File: config.mk
export PLATFORM = sky130hd
export DESIGN_NAME = alu_seq_flat
export DESIGN_NICKNAME = d
export VERILOG_FILES = /design/src/rtl/alu_seq_if.sv /design/src/rtl/alu_seq.sv /design/src/flat_wrapper.sv
export SDC_FILE = /design/constraint.sdc
export NUM_CORES = 2
export LEC_CHECK = 0
export ABC_AREA = 1
export CORE_UTILIZATION = 35
export DETAILED_ROUTE_END_ITERATION = 12
export PLACE_DENSITY = 0.6
export SKIP_CTS_REPAIR_TIMING = 1
export SLEW_MARGIN = 30
export SYNTH_ARGS = -nofsm -noshare
export SYNTH_HDL_FRONTEND = slang
export SYNTH_SLANG_ARGS = --single-unit
File: constraint.sdc
create_clock -name clk -period 13.21 [get_ports clk]
set_clock_uncertainty 0.2 [all_clocks]
set_input_delay 2.642 -clock clk [delete_from_list [all_inputs] [get_ports clk]]
set_output_delay 2.642 -clock clk [all_outputs]
set_load 0.02 [all_outputs]
File: src/rtl/alu_seq_if.sv
// Handshaked operand/result bundle for alu_seq: one request channel, one result channel.
// in_valid/in_ready and out_valid/out_ready follow valid/ready rules. A beat moves on a rising edge where
// both signals are high. A producer holds valid and its payload until the beat moves.
interface alu_seq_if #(
  parameter int XLEN = 64
);
  logic            in_valid;
  logic            in_ready;
  logic [3:0]      alu_op;
  logic [XLEN-1:0] in_a;
  logic [XLEN-1:0] in_b;
  logic            out_valid;
  logic            out_ready;
  logic [XLEN-1:0] alu_result;
  logic            zero;
  logic            illegal;

  modport master (
    output in_valid, alu_op, in_a, in_b, out_ready,
    input  in_ready, out_valid, alu_result, zero, illegal
  );

  modport slave (
    input  in_valid, alu_op, in_a, in_b, out_ready,
    output in_ready, out_valid, alu_result, zero, illegal
  );
endinterface

File: src/rtl/alu_seq.sv
// Handshaked ALU: single-cycle ops register their result one cycle after accept.
// MUL iterates shift-add over XLEN cycles.
module alu_seq #(
  parameter int XLEN       = 64,
  parameter bit MUL_ENABLE = 1'b1
) (
  input  logic       clk,
  input  logic       reset,
  alu_seq_if.slave   bus,
  output logic [0:0] state_dbg
);
  localparam int SW = $clog2(XLEN);
  localparam int CW = SW + 1;

  localparam logic [0:0] S_IDLE = 1'b0;
  localparam logic [0:0] S_MUL  = 1'b1;

  localparam logic [CW-1:0] CNT_FULL = CW'(XLEN);
  localparam logic [CW-1:0] CNT_ONE  = CW'(1);

  localparam logic [3:0] OP_AND = 4'b0000;
  localparam logic [3:0] OP_OR  = 4'b0001;
  localparam logic [3:0] OP_ADD = 4'b0010;
  localparam logic [3:0] OP_XOR = 4'b0011;
  localparam logic [3:0] OP_SLL = 4'b0100;
  localparam logic [3:0] OP_SRL = 4'b0101;
  localparam logic [3:0] OP_SUB = 4'b0110;
  localparam logic [3:0] OP_SLT = 4'b0111;
  localparam logic [3:0] OP_MUL = 4'b1000;

  logic [0:0]      state_q, state_d;
  logic [CW-1:0]   cnt_q, cnt_d;
  logic [XLEN-1:0] mcand_q, mcand_d;
  logic [XLEN-1:0] mplier_q, mplier_d;
  logic [XLEN-1:0] acc_q, acc_d;
  logic [XLEN-1:0] res_q, res_d;
  logic            zero_q, zero_d;
  logic            ill_q, ill_d;
  logic            out_valid_q, out_valid_d;

  logic            in_ready;
  logic            accept;
  logic            is_mul;
  logic [XLEN-1:0] op_res;
  logic            op_ill;
  logic [XLEN-1:0] acc_step;
  logic            slt_bit;

  assign in_ready = (state_q == S_IDLE) && (!out_valid_q || bus.out_ready);
  assign accept   = bus.in_valid && in_ready;
  assign is_mul   = (MUL_ENABLE != 1'b0) && (bus.alu_op == OP_MUL);
  assign acc_step = acc_q + (mplier_q[0] ? mcand_q : '0);
  assign slt_bit  = $signed(bus.in_a) < $signed(bus.in_b);

  // Op 1000 lands in the default arm. That arm flags it illegal unless is_mul redirects it to the multiplier.
  always_comb begin
    op_res = '0;
    op_ill = 1'b0;
    case (bus.alu_op)
      OP_AND:  op_res = bus.in_a & bus.in_b;
      OP_OR:   op_res = bus.in_a | bus.in_b;
      OP_XOR:  op_res = bus.in_a ^ bus.in_b;
      OP_ADD:  op_res = bus.in_a + bus.in_b;
      OP_SUB:  op_res = bus.in_a - bus.in_b;
      OP_SLL:  op_res = bus.in_a << bus.in_b[SW-1:0];
      OP_SRL:  op_res = bus.in_a >> bus.in_b[SW-1:0];
      OP_SLT:  op_res = {{(XLEN-1){1'b0}}, slt_bit};
      default: op_ill = 1'b1;
    endcase
  end

  always_comb begin
    state_d     = state_q;
    cnt_d       = cnt_q;
    mcand_d     = mcand_q;
    mplier_d    = mplier_q;
    acc_d       = acc_q;
    res_d       = res_q;
    zero_d      = zero_q;
    ill_d       = ill_q;
    out_valid_d = out_valid_q;
    case (state_q)
      S_IDLE: begin
        if (accept) begin
          if (is_mul) begin
            mcand_d     = bus.in_a;
            mplier_d    = bus.in_b;
            acc_d       = '0;
            cnt_d       = CNT_FULL;
            out_valid_d = 1'b0;
            state_d     = S_MUL;
          end else begin
            res_d       = op_res;
            zero_d      = (op_res == '0);
            ill_d       = op_ill;
            out_valid_d = 1'b1;
          end
        end else if (bus.out_ready) begin
          out_valid_d = 1'b0;
        end
      end
      S_MUL: begin
        acc_d    = acc_step;
        mcand_d  = mcand_q << 1;
        mplier_d = mplier_q >> 1;
        cnt_d    = cnt_q - CNT_ONE;
        // The last step publishes the accumulator including this edge's partial product.
        if (cnt_q == CNT_ONE) begin
          res_d       = acc_step;
          zero_d      = (acc_step == '0);
          ill_d       = 1'b0;
          out_valid_d = 1'b1;
          state_d     = S_IDLE;
        end
      end
      default: state_d = S_IDLE;
    endcase
  end

  always_ff @(posedge clk or posedge reset) begin
    if (reset) begin
      state_q     <= S_IDLE;
      cnt_q       <= '0;
      mcand_q     <= '0;
      mplier_q    <= '0;
      acc_q       <= '0;
      res_q       <= '0;
      zero_q      <= 1'b1;
      ill_q       <= 1'b0;
      out_valid_q <= 1'b0;
    end else begin
      state_q     <= state_d;
      cnt_q       <= cnt_d;
      mcand_q     <= mcand_d;
      mplier_q    <= mplier_d;
      acc_q       <= acc_d;
      res_q       <= res_d;
      zero_q      <= zero_d;
      ill_q       <= ill_d;
      out_valid_q <= out_valid_d;
    end
  end

  assign bus.in_ready   = in_ready;
  assign bus.out_valid  = out_valid_q;
  assign bus.alu_result = res_q;
  assign bus.zero       = zero_q;
  assign bus.illegal    = ill_q;
  assign state_dbg      = state_q;
endmodule

File: src/flat_wrapper.sv
// flat-port wrapper written by rule: the top's interface ports become plain ports
module alu_seq_flat 
#(
  parameter int XLEN       = 64,
  parameter bit MUL_ENABLE = 1'b1
)
  (clk, reset, state_dbg, bus_in_valid, bus_alu_op, bus_in_a, bus_in_b, bus_out_ready, bus_in_ready, bus_out_valid, bus_alu_result, bus_zero, bus_illegal);
  alu_seq_if #(.XLEN(XLEN)) bus_i ();
  input  logic clk;
  input  logic reset;
  output logic [0:0] state_dbg;
  input wire logic [$bits(bus_i.in_valid)-1:0] bus_in_valid;
  input wire logic [$bits(bus_i.alu_op)-1:0] bus_alu_op;
  input wire logic [$bits(bus_i.in_a)-1:0] bus_in_a;
  input wire logic [$bits(bus_i.in_b)-1:0] bus_in_b;
  input wire logic [$bits(bus_i.out_ready)-1:0] bus_out_ready;
  output wire logic [$bits(bus_i.in_ready)-1:0] bus_in_ready;
  output wire logic [$bits(bus_i.out_valid)-1:0] bus_out_valid;
  output wire logic [$bits(bus_i.alu_result)-1:0] bus_alu_result;
  output wire logic [$bits(bus_i.zero)-1:0] bus_zero;
  output wire logic [$bits(bus_i.illegal)-1:0] bus_illegal;
  assign bus_i.in_valid = bus_in_valid;
  assign bus_i.alu_op = bus_alu_op;
  assign bus_i.in_a = bus_in_a;
  assign bus_i.in_b = bus_in_b;
  assign bus_i.out_ready = bus_out_ready;
  assign bus_in_ready = bus_i.in_ready;
  assign bus_out_valid = bus_i.out_valid;
  assign bus_alu_result = bus_i.alu_result;
  assign bus_zero = bus_i.zero;
  assign bus_illegal = bus_i.illegal;
  alu_seq #(.XLEN(XLEN), .MUL_ENABLE(MUL_ENABLE)) u_core (.clk(clk), .reset(reset), .bus(bus_i), .state_dbg(state_dbg));
endmodule
==> metrics <==
outcome=finished clean; Area contributors post-synth=nand2_1 22%, dfrtp_1 17%, nand3_1 14%; Core ar.=0.111 mm2; hold_ws=0.275 ns; CP arrival=7.67 ns; Req. time, crit path=13.56 ns; final setup fails=0; First-pass DRT Iterations=6; Synth warnings=0; Area growth syn-to-layout=11.6%; Final Hold Fails=0; CTS tree=built; Post-Syn Area=0.0392 mm2; via/cell ratio=5.71; Setup CP Type=in -> reg; Netlist cell types=53; Synth Flop Type=dfrtp_1; relative slew slack=0.262; R2R Setup Slk=7.88 ns; drt wl/cell=28.0 um; Setup TNS Final=0 ns; Pleak=23.1 nW; largest net degree at the start of global routing=152; HPWL after detailed placement=200000 um; Initial DRC Count=5832; Post-Synthesis Cells=7111; post-route insts no fill=8629; Final ANT Viol Nets=0; count of pins over their slew limit=0; post-synth top area share=0.222; Worst Setup SP=bus_in_b[0]; Synth Area per Inst=5.51 um2; FMAX=137 MHz; Placer Congestion=1.07; top cells by count, synth=2316 x nand2_1, 1068 x nand3_1, 924 x inv_1; min-delay worst type=reg -> reg; grt total ovfl=0; Worst-Margin Slew=1.11 ns; FF-to-FF Start=u_core.mplier_q[0]; Seq/Total Area, Yosys=0.171; die area=0.113 mm2; Post-synth EDFFs=0; Initial Util=0.354; Die Width=337 um; Max-cap violations=0; Final Util=0.394; worst min-delay path endpoint=u_core.mplier_q[3]; top cell type by total area after synthesis=nand2_1; Power Density=128 mW/mm2; Mapped Nets=7528; Tmin final=7.31 ns; min-delay src=u_core.mplier_q[3]; H-tree levels=2; fin crit share=0.553; first-pass GRT wire length=333000 um; crit end category=flip-flop; Routed Wire Length=242000 um; # IOs=205; top-count cell post-synth=nand2_1; # DRC=0; Seq cells post-synth=267; initial antenna violation count=12; Root Buffer=clkbuf_16; Max FO, Critical Path=35; FF-to-FF path depth=25; Clock Pin Slew Worst Setup and Hold Paths=0.06 ns; insertion delay to the later sink of the worst-skew pair=0.64 ns; fill count=12633; total track usage=0.414; Hold Path Depth=2; vias in the first global route=45913; Peak VDD IR=115 uV; TritonCTS Buffers=39; final net count=7526; Die H=337 um; DR vias=49281; RSZ-0062 raised after global routing=false; clock buffer depth=3; # rows=122; layout cells sized above 1=0.0346; Worst R2R End=u_core.bus.zero; Port Buffers=204; placed insts=8555; CP Launch Type=primary input; ys async rst share=1.00; Clock Sinks=267
-- layout by cell type, fill, tap and decap left out, drive strengths merged, types with 17 or more instances in the layout --
cell / n
o22ai: 71
xor2: 27
clkdlybuf4s50: 199
nand4: 56
a22oi: 62
or2: 23
nand2: 2357
clkbuf: 48
buf: 71
nand3: 1075
a21oi: 303
o211ai: 65
nor2: 762
o21a: 57
o21ai: 254
inv: 936
o21bai: 27
dfrtp: 266
nor3: 59
a21boi: 23
nand3b: 17
ha: 278
-- kinds of logic (layout without fill, tap and decap cells) --
kind of cell	Yosys count	after routing	synth area share
AO/OA/AOI/OAI	911	911	0.138
XOR/XNOR	32	32	0.00715
adder cells (fa/ha/maj)	281	281	0.0903
buffers and inverters	1249	1275	0.125
flip-flops	267	267	0.171
multiplexers	3	3	0.000862
other	0	4	0
AND/OR/NAND/NOR	4368	4368	0.468
-- metrics by stage --
step	instance area (um2)	setup slack, ns	power [mW]
2_1_floorplan	39200	3.02	3.10
3_3_place_gp	42300	5.55	4.33
3_5_place_dp	42300	5.54	4.33
4_1_cts	43700	6.18	5.54
5_1_grt	43700	5.83	5.92
6_report	43700	5.90	5.61
-- per-layer routing --
metal,up-vias,track usage,part of all wire
met3,456,0.0892,0.093
met4,6,0.213,0.059
met5,-,0,0.00017
li1,22897,-,-
met2,2441,0.640,0.43
met1,23481,0.538,0.42
-- critical path, cell delays in order --
cell and delay (ns):
buf_2 0.08, buf_4 0.35, clkinv_2 0.74, buf_4 0.59
nand2_1 0.20, nand3_1 0.11, nand3_1 0.16, nand3_1 0.22
nand2_1 0.13, nand2_1 0.07, nand3_1 0.30, nand2_1 0.09
nor2_1 0.75, nand2_1 0.11, nor2_1 0.16, nand2_1 0.09
nor2_1 0.25, nand2_1 0.12, nor2_1 0.12, nand3_1 0.09
nand2_1 0.06, nand2_1 0.06, nand2_1 0.09
-- worst max path at each step --
| stage | endpoint |
|---|---|
| floorplan | u_core.acc_q[0] |
| finish | u_core.bus.zero |
| global route | u_core.bus.zero |
| global placement | u_core.bus.zero |
| detailed placement | u_core.bus.zero |
| CTS | u_core.bus.zero |
-- layout make-up --
class	instances	area [um2]	area share
clock inverters	21	344	0.00787
well taps	1488	1860	0.0426
clock buffers	48	1070	0.0245
diodes	4	10.0	0.000229
multi-input cells	5595	27600	0.632
repair buffers	270	2570	0.0588
flip-flops and latches	267	6690	0.153
inverters	936	3530	0.0809
-- power by group --
group / switching [mW] / total, mW / internal (mW) / leakage (nW)
Sequential: 0.221 / 1.35 / 1.13 / 3.32
Clock: 0.486 / 1.19 / 0.708 / 0.693
Combinational: 2.13 / 3.06 / 0.933 / 19.1
-- sequential cells by signal, summed over array words and instances (netlist names) --
signal	flops
u_core.acc_q	64
u_core.bus.alu_result	64
u_core.mcand_q	64
u_core.mplier_q	64
u_core.cnt_q	7
u_core.bus.illegal	1
u_core.bus.out_valid	1
u_core.bus.zero	1
u_core.state_dbg	1
Power figures use the tool's default switching activity.
